`config.mk`:
```
export PLATFORM = sky130hd
export DESIGN_NAME = memory_port_arbiter
export DESIGN_NICKNAME = d
export VERILOG_FILES = /design/src/rtl/memory_port_arbiter_pkg.sv /design/src/rtl/memory_port_arbiter_access_timer.sv /design/src/rtl/memory_port_arbiter.sv
export SDC_FILE = /design/constraint.sdc
export NUM_CORES = 1
export LEC_CHECK = 0
export ABC_AREA = 0
export BUFFER_PORTS_ARGS = -buffer_cell sky130_fd_sc_hd__buf_4
export CAP_MARGIN = 10
export CORE_MARGIN = 2
export CORE_UTILIZATION = 47
export CTS_CLUSTER_DIAMETER = 40
export DETAILED_ROUTE_END_ITERATION = 10
export PLACE_DENSITY = 0.85
export SETUP_SLACK_MARGIN = 0.05
export SYNTH_ARGS = -nofsm -noshare
export SYNTH_HDL_FRONTEND = slang
export SYNTH_HIERARCHICAL = 1
export SYNTH_SLANG_ARGS = --single-unit
```
`constraint.sdc`:
```
create_clock -name clk -period 2.2 [get_ports clk]
set_clock_uncertainty 0.1 [all_clocks]
set_input_delay 0.22 -clock clk [delete_from_list [all_inputs] [get_ports clk]]
set_output_delay 0.22 -clock clk [all_outputs]
set_load 0.01 [all_outputs]
```
`src/rtl/memory_port_arbiter_pkg.sv`:
```
// rtl/memory_port_arbiter_pkg.sv - shared state encoding, requester IDs and width defaults
package memory_port_arbiter_pkg;

   localparam int DEF_DATA_WIDTH = 32;
   localparam int DEF_ADDR_WIDTH = 32;

   typedef logic [1:0] state_t;

   localparam state_t ST_IDLE       = 2'd0;
   localparam state_t ST_DATA_BUSY  = 2'd1;
   localparam state_t ST_FETCH_BUSY = 2'd2;

   localparam logic REQ_FETCH = 1'b0;
   localparam logic REQ_DATA  = 1'b1;

endpackage

```
`src/rtl/memory_port_arbiter_access_timer.sv`:
```
// rtl/memory_port_arbiter_access_timer.sv - loadable down-counter timing one memory access
module memory_port_arbiter_access_timer
   import memory_port_arbiter_pkg::*;
#(
   parameter int MEM_LATENCY = 2
) (
   input  logic clk,
   input  logic resetN,
   input  logic load_i,
   output logic done_o
);
   localparam int CW = $clog2(MEM_LATENCY + 1);
   localparam logic [CW-1:0] LOAD_VAL = CW'(MEM_LATENCY);
   localparam logic [CW-1:0] ONE      = CW'(1);

   logic [CW-1:0] count_q, count_d;

   always_comb begin
      count_d = count_q;
      if (load_i) begin
         count_d = LOAD_VAL;
      end else if (count_q != '0) begin
         count_d = count_q - ONE;
      end
   end

   always_ff @(posedge clk or negedge resetN) begin
      if (!resetN) begin
         count_q <= '0;
      end else begin
         count_q <= count_d;
      end
   end

   // Done on the edge where the count steps from 1 to 0.
   assign done_o = (count_q == ONE);

endmodule

```
`src/rtl/memory_port_arbiter.sv`:
```
// rtl/memory_port_arbiter.sv - shares one fixed-latency memory between fetch and data, drives stalls
module memory_port_arbiter
   import memory_port_arbiter_pkg::*;
#(
   parameter int DATA_WIDTH  = DEF_DATA_WIDTH,
   parameter int ADDR_WIDTH  = DEF_ADDR_WIDTH,
   parameter int MEM_LATENCY = 2
) (
   input  logic                  clk,
   input  logic                  resetN,
   input  logic                  ifReq,
   input  logic [ADDR_WIDTH-1:0] ifAddr,
   output logic                  ifReady,
   output logic [DATA_WIDTH-1:0] ifData,
   input  logic                  memReq,
   input  logic                  memWrite,
   input  logic [ADDR_WIDTH-1:0] memAddr,
   input  logic [DATA_WIDTH-1:0] memWriteData,
   output logic                  memReady,
   output logic [DATA_WIDTH-1:0] memReadData,
   output logic                  ramEnable,
   output logic                  ramWriteEnable,
   output logic [ADDR_WIDTH-1:0] ramAddr,
   output logic [DATA_WIDTH-1:0] ramWriteData,
   input  logic [DATA_WIDTH-1:0] ramReadData,
   output logic                  pcWrite,
   output logic                  ifIdWrite,
   output logic                  pipeHold
);
   state_t                state_q, state_d;
   logic                  last_grant_q, last_grant_d;
   logic                  if_ready_q, if_ready_d;
   logic                  mem_ready_q, mem_ready_d;
   logic                  ram_en_q, ram_en_d;
   logic                  ram_we_q, ram_we_d;
   logic [ADDR_WIDTH-1:0] ram_addr_q, ram_addr_d;
   logic [DATA_WIDTH-1:0] ram_wdata_q, ram_wdata_d;
   logic [DATA_WIDTH-1:0] if_data_q, if_data_d;
   logic [DATA_WIDTH-1:0] mem_rdata_q, mem_rdata_d;

   logic if_elig, mem_elig, grant_valid, grant_data, timer_done, complete;

   // A requester whose ready is showing still has its req up from the finished access.
   assign if_elig  = ifReq  & ~if_ready_q;
   assign mem_elig = memReq & ~mem_ready_q;

   always_comb begin
      grant_valid = 1'b0;
      grant_data  = 1'b0;
      if (state_q == ST_IDLE) begin
         if (if_elig && mem_elig) begin
            grant_valid = 1'b1;
            grant_data  = (last_grant_q == REQ_FETCH);
         end else if (mem_elig) begin
            grant_valid = 1'b1;
            grant_data  = 1'b1;
         end else if (if_elig) begin
            grant_valid = 1'b1;
         end
      end
   end

   memory_port_arbiter_access_timer #(
      .MEM_LATENCY(MEM_LATENCY)
   ) u_timer (
      .clk   (clk),
      .resetN(resetN),
      .load_i(grant_valid),
      .done_o(timer_done)
   );

   assign complete = (state_q != ST_IDLE) & timer_done;

   always_comb begin
      state_d      = state_q;
      last_grant_d = last_grant_q;
      if_ready_d   = 1'b0;
      mem_ready_d  = 1'b0;
      ram_en_d     = ram_en_q;
      ram_we_d     = 1'b0;
      ram_addr_d   = ram_addr_q;
      ram_wdata_d  = ram_wdata_q;
      if_data_d    = if_data_q;
      mem_rdata_d  = mem_rdata_q;
      if (grant_valid) begin
         state_d      = grant_data ? ST_DATA_BUSY : ST_FETCH_BUSY;
         last_grant_d = grant_data ? REQ_DATA : REQ_FETCH;
         ram_en_d     = 1'b1;
         ram_we_d     = grant_data & memWrite;
         ram_addr_d   = grant_data ? memAddr : ifAddr;
         if (grant_data) begin
            ram_wdata_d = memWriteData;
         end
      end
      if (complete) begin
         state_d  = ST_IDLE;
         ram_en_d = 1'b0;
         if (state_q == ST_FETCH_BUSY) begin
            if_ready_d = 1'b1;
            if_data_d  = ramReadData;
         end else begin
            mem_ready_d = 1'b1;
            // memWrite is held stable for the whole access, so it still marks a store here.
            if (!memWrite) begin
               mem_rdata_d = ramReadData;
            end
         end
      end
   end

   always_ff @(posedge clk or negedge resetN) begin
      if (!resetN) begin
         state_q      <= ST_IDLE;
         last_grant_q <= REQ_FETCH;
         if_ready_q   <= 1'b0;
         mem_ready_q  <= 1'b0;
         ram_en_q     <= 1'b0;
         ram_we_q     <= 1'b0;
         ram_addr_q   <= '0;
         ram_wdata_q  <= '0;
         if_data_q    <= '0;
         mem_rdata_q  <= '0;
      end else begin
         state_q      <= state_d;
         last_grant_q <= last_grant_d;
         if_ready_q   <= if_ready_d;
         mem_ready_q  <= mem_ready_d;
         ram_en_q     <= ram_en_d;
         ram_we_q     <= ram_we_d;
         ram_addr_q   <= ram_addr_d;
         ram_wdata_q  <= ram_wdata_d;
         if_data_q    <= if_data_d;
         mem_rdata_q  <= mem_rdata_d;
      end
   end

   assign ifReady        = if_ready_q;
   assign ifData         = if_data_q;
   assign memReady       = mem_ready_q;
   assign memReadData    = mem_rdata_q;
   assign ramEnable      = ram_en_q;
   assign ramWriteEnable = ram_we_q;
   assign ramAddr        = ram_addr_q;
   assign ramWriteData   = ram_wdata_q;

   assign pipeHold  = memReq & ~mem_ready_q;
   assign pcWrite   = ~(pipeHold | (ifReq & ~if_ready_q));
   assign ifIdWrite = pcWrite;

endmodule

```
==> run summary <==
Along the worst path, the maximum fanout reaches 17. The area used by multi-input combinational logic is ~2000 um2. The worst setup path is launched from a flip-flop. The die is between 100 and 150 um wide. met2 is the most crowded layer. The total wire length after detailed routing is about 18 mm. The number of global-route vias before repair is between 5000 and 6000.

The number of synthesized register bits came out at between 100 and 150. The number of endpoints with negative hold slack in the final report was 0. The fraction of the yosys area taken by sequential cells is 0.597. The flow ran to the end, and the final reports show no timing, DRC or antenna violations. The critical path contains buffers and inverters numbering 2 combined. TritonCTS built the clock tree. The fraction of registers with async set or reset after synthesis came out at 1.00. The number of standard cells after synthesis came out at between 400 and 500.

The die covers 13100 um2. The fraction of synthesized area in multiplexers came out at 0.188. Using the TritonRoute via totals, the vias-per-cell ratio works out to 5.47. The number of DRC violations after detailed routing came out at 0. The H-tree generated during clock tree synthesis spans 4 levels. The smallest clock period supported by the final layout is computed as about 2000 ps. Of the total synthesized cell area, the portion taken by full adders, half adders and majority gates is 0.00435. The overflow left after global routing came out at 0. The violation count after the first detailed-routing iteration came out at around 500. The classification of the worst-slack hold path is in2reg. The cell that appears most often on the critical path is sky130_fd_sc_hd__buf_4. The cell area after technology mapping is ~5700 um2. Yosys mapped a number of flops with a built-in enable equal to 0. The total instance count after detailed placement is roughly 820.

The average footprint of a synthesized cell came out at roughly 13 um2. The leakage power came out at 4.38 nW. The post-CTS setup buffer count is 0.

The number of nets handed over by synthesis was about 570. The clock slew seen by the registers of the worst setup and hold paths is 60 ps. Relative to the synthesized area, the layout overhead comes to 60.2%. The number of failing setup endpoints in the final timing report is 0. In this run, distinct cell masters in the synthesized netlist total 27. The main combinational cell family by area after synthesis is multiplexers.

Across every metal layer, demand over resource in global routing totals 0.282. The areal power density over the cells came out at around 1400 nW/um2. The initial core utilization came out at 0.480. The transition time at the pin with the least slew margin came out at between 600 and 700 ps. The die height is roughly 110 um. The number of placed I/O pins is 268. Walking the worst path, the cells encountered are nand2b_1 -> buf_4 -> and2_1 -> buf_4. The clock insertion delay at the later pin of the skew report came out at 420 ps. For this run, the share of the core covered by cells in the final layout is 0.770. After routing, the total negative slack on setup checks comes to 0 ps. The number of buffers added on ports came out at roughly 270. The master cell of the clock root buffer is sky130_fd_sc_hd__clkbuf_16. The number of core rows is 40. At the worst endpoint, the required time is roughly 1900 ps. The met3 usage came out at 0.0863. The detail-routed net length per standard cell came out at a little under 20 um.

The filler cell count in the final layout is 694. The layout net count came out at ~900. The maximum number of pins on one net before global-route repair is 63.

The most frequent standard cell in the layout excluding fill and tap cells is sky130_fd_sc_hd__buf_4. STA classifies the critical path endpoint as a primary output. The first global-routing pass estimated 28.1 mm of wire. The number of clock buffers added by TritonCTS is 17. In this run the deepest clock path goes through 2 buffers.

By startpoint and endpoint, the worst setup path is classified as reg2out. The most used flip-flop cell after synthesis is sky130_fd_sc_hd__dfrtp_1. The delay of the slowest cell on the worst path is 350 ps. The kind of cell adding the most delay to the critical path is simple AND/OR/NAND/NOR gates. At the worst endpoint, the arrival time is 1680 ps. For this run, global-route usage on met2 was measured as 0.489.

IR analysis of the VDD net gives a maximum drop of slightly above 0.9 mV. The parity-gate share of the synthesized area counting xor and xnor cells came out at 0.00152. The compound-cell area share of the yosys netlist is 0.0973.

The met1 global-route usage is 0.312. The area occupied by registers is roughly 3400 um2. For this run, the detailed router's first-pass iteration total came to 5. The count of clock tree sinks came out at between 100 and 150. Of the cells placed in the final design, the portion with a size suffix greater than 1 is 0.509.

The library cells used most frequently in the layout, excluding fill and tap cells, are sky130_fd_sc_hd__buf_4 (277), sky130_fd_sc_hd__dfrtp_1 (137), sky130_fd_sc_hd__mux2_2 (76). The worst slew slack as a fraction of its limit came out at 0.558. The core area came out at ~12000 um2. For this design, the slowest cell found on the critical path is sky130_fd_sc_hd__dfrtp_1.

The count of antenna-violating nets left after detailed routing is 0. The final cell count without fillers is roughly 920. The total via count after detailed routing is just over 5000. In the finished design, the share of the clock period the worst path needs comes to 0.908. The share of synthesized cell area in and, or, nand and nor gates is 0.0514.

The HPWL after detailed placement came out at approximately 11 mm. For this run, the number of Yosys warnings is 6. Routability-driven placement finished with a final weighted congestion of between 0.8 and 0.9.

Across the run, the number of max-cap violations was 0. The initial antenna violation count came to 1. Based on the critical path, the design can be clocked at up to between 500 and 600 MHz.

Setup repair after global routing left no endpoint under its margin. The max-slew violation total from the final report came out at 0.
## routing by layer
layer	routed length, um	part of all wire	vias up
met5	0	0	-
met2	9240	0.51	274
met3	1510	0.083	68
li1	-	-	2252
met1	6670	0.37	2446
met4	795	0.044	0
## worst register-to-register path, delay by kind of cell (launching register included)
family | cells | cell delay [ps]
flops | 1 | 350
buf+inv | 1 | 200
compound gates | 2 | 830
simple gates | 1 | 310
## synth_stat cells (2+ instances only)
cell type,count,area share
sky130_fd_sc_hd__dfrtp_1,137,0.60
sky130_fd_sc_hd__nand2b_1,4,0.0044
sky130_fd_sc_hd__nor2_1,2,0.0013
sky130_fd_sc_hd__nand2_1,2,0.0013
sky130_fd_sc_hd__buf_6,4,0.0078
sky130_fd_sc_hd__buf_2,12,0.010
sky130_fd_sc_hd__a211oi_1,32,0.042
sky130_fd_sc_hd__and2_1,2,0.0022
sky130_fd_sc_hd__ha_1,2,0.0044
sky130_fd_sc_hd__nor4_1,32,0.035
sky130_fd_sc_hd__inv_1,40,0.026
sky130_fd_sc_hd__clkbuf_1,21,0.014
sky130_fd_sc_hd__a2111oi_0,32,0.049
sky130_fd_sc_hd__o21ai_0,2,0.0017
sky130_fd_sc_hd__mux2_1,20,0.039
sky130_fd_sc_hd__mux2_2,76,0.15
sky130_fd_sc_hd__a21o_1,3,0.0039
## worst paths after layout
path,from,end,slack (ps),depth (start not counted)
min in group asynchronous,resetN,memReadData[31]$_DFFE_PN0P_,240,2
worst max register to register,memReady$_DFF_PN0_,u_timer/count_q[1]$_DFFE_PN0P_,320,4
worst min register to register,ramWriteData[15]$_DFFE_PN0P_,ramWriteData[15]$_DFFE_PN0P_,390,1
max in group asynchronous,resetN,state_q[1]$_DFFE_PN0P_,1100,3
worst max-delay path,memReady$_DFF_PN0_,ifIdWrite,200,4
worst min-delay path,memAddr[28],ramAddr[28]$_DFFE_PN0P_,10,3
## logic make-up (layout without fill, tap and decap cells)
logic type | after synthesis | in the layout
buf+inv | 80 | 421
xor+xnor | 1 | 1
compound gates | 70 | 70
other cells | 0 | 1
fa+ha+maj | 2 | 2
mux | 96 | 96
simple gates | 47 | 47
flops | 137 | 137
## flip-flops by register name, indices dropped and copies added (netlist names)
register and cells:
ifReady 1, last_grant_q 1, u_timer/count_q 2, ramEnable 1
ramWriteEnable 1, memReadData 32, ramAddr 32, state_q 2
memReady 1, ifData 32, ramWriteData 32
## cell type report
type | count | share of cell area
diodes | 1 | 0.000272
inverters | 41 | 0.0170
clock buffers | 18 | 0.0477
well taps | 147 | 0.0200
multi-input cells | 216 | 0.214
clock inverters | 14 | 0.0212
repair buffers | 348 | 0.308
flip-flops and latches | 137 | 0.372
## through the flow
step           cell area [um2]  setup slack [ps]  power (W)  hold slack (ps)
3_3_place_gp              7910               126    0.00957              131
2_1_floorplan             5750               456    0.00706             -176
4_1_cts                   9200               137     0.0130             6.17
5_1_grt                   9210               110     0.0138             21.7
3_5_place_dp              7910              38.0    0.00983              142
6_report                  9210               202     0.0131             13.1
## power breakdown
group	internal (W)	switching [W]	total, W
logic	0.00290	0.00262	0.00552
clock network	0.00193	0.00114	0.00307
registers	0.00379	0.000764	0.00455
total	0.00862	0.00452	0.0131
## what timing repair did
| action | CTS | global route |
|---|---|---|
| pin swaps | 0 | 0 |
| gates resized for setup | 1 | 2 |
| endpoints found under the hold margin | 154 | 0 |
| gates cloned | 0 | 0 |
| hold buffers | 66 | 0 |
| endpoints found under the setup margin | 3 | 1 |
Note: power is estimated with default switching activity, not from simulation.
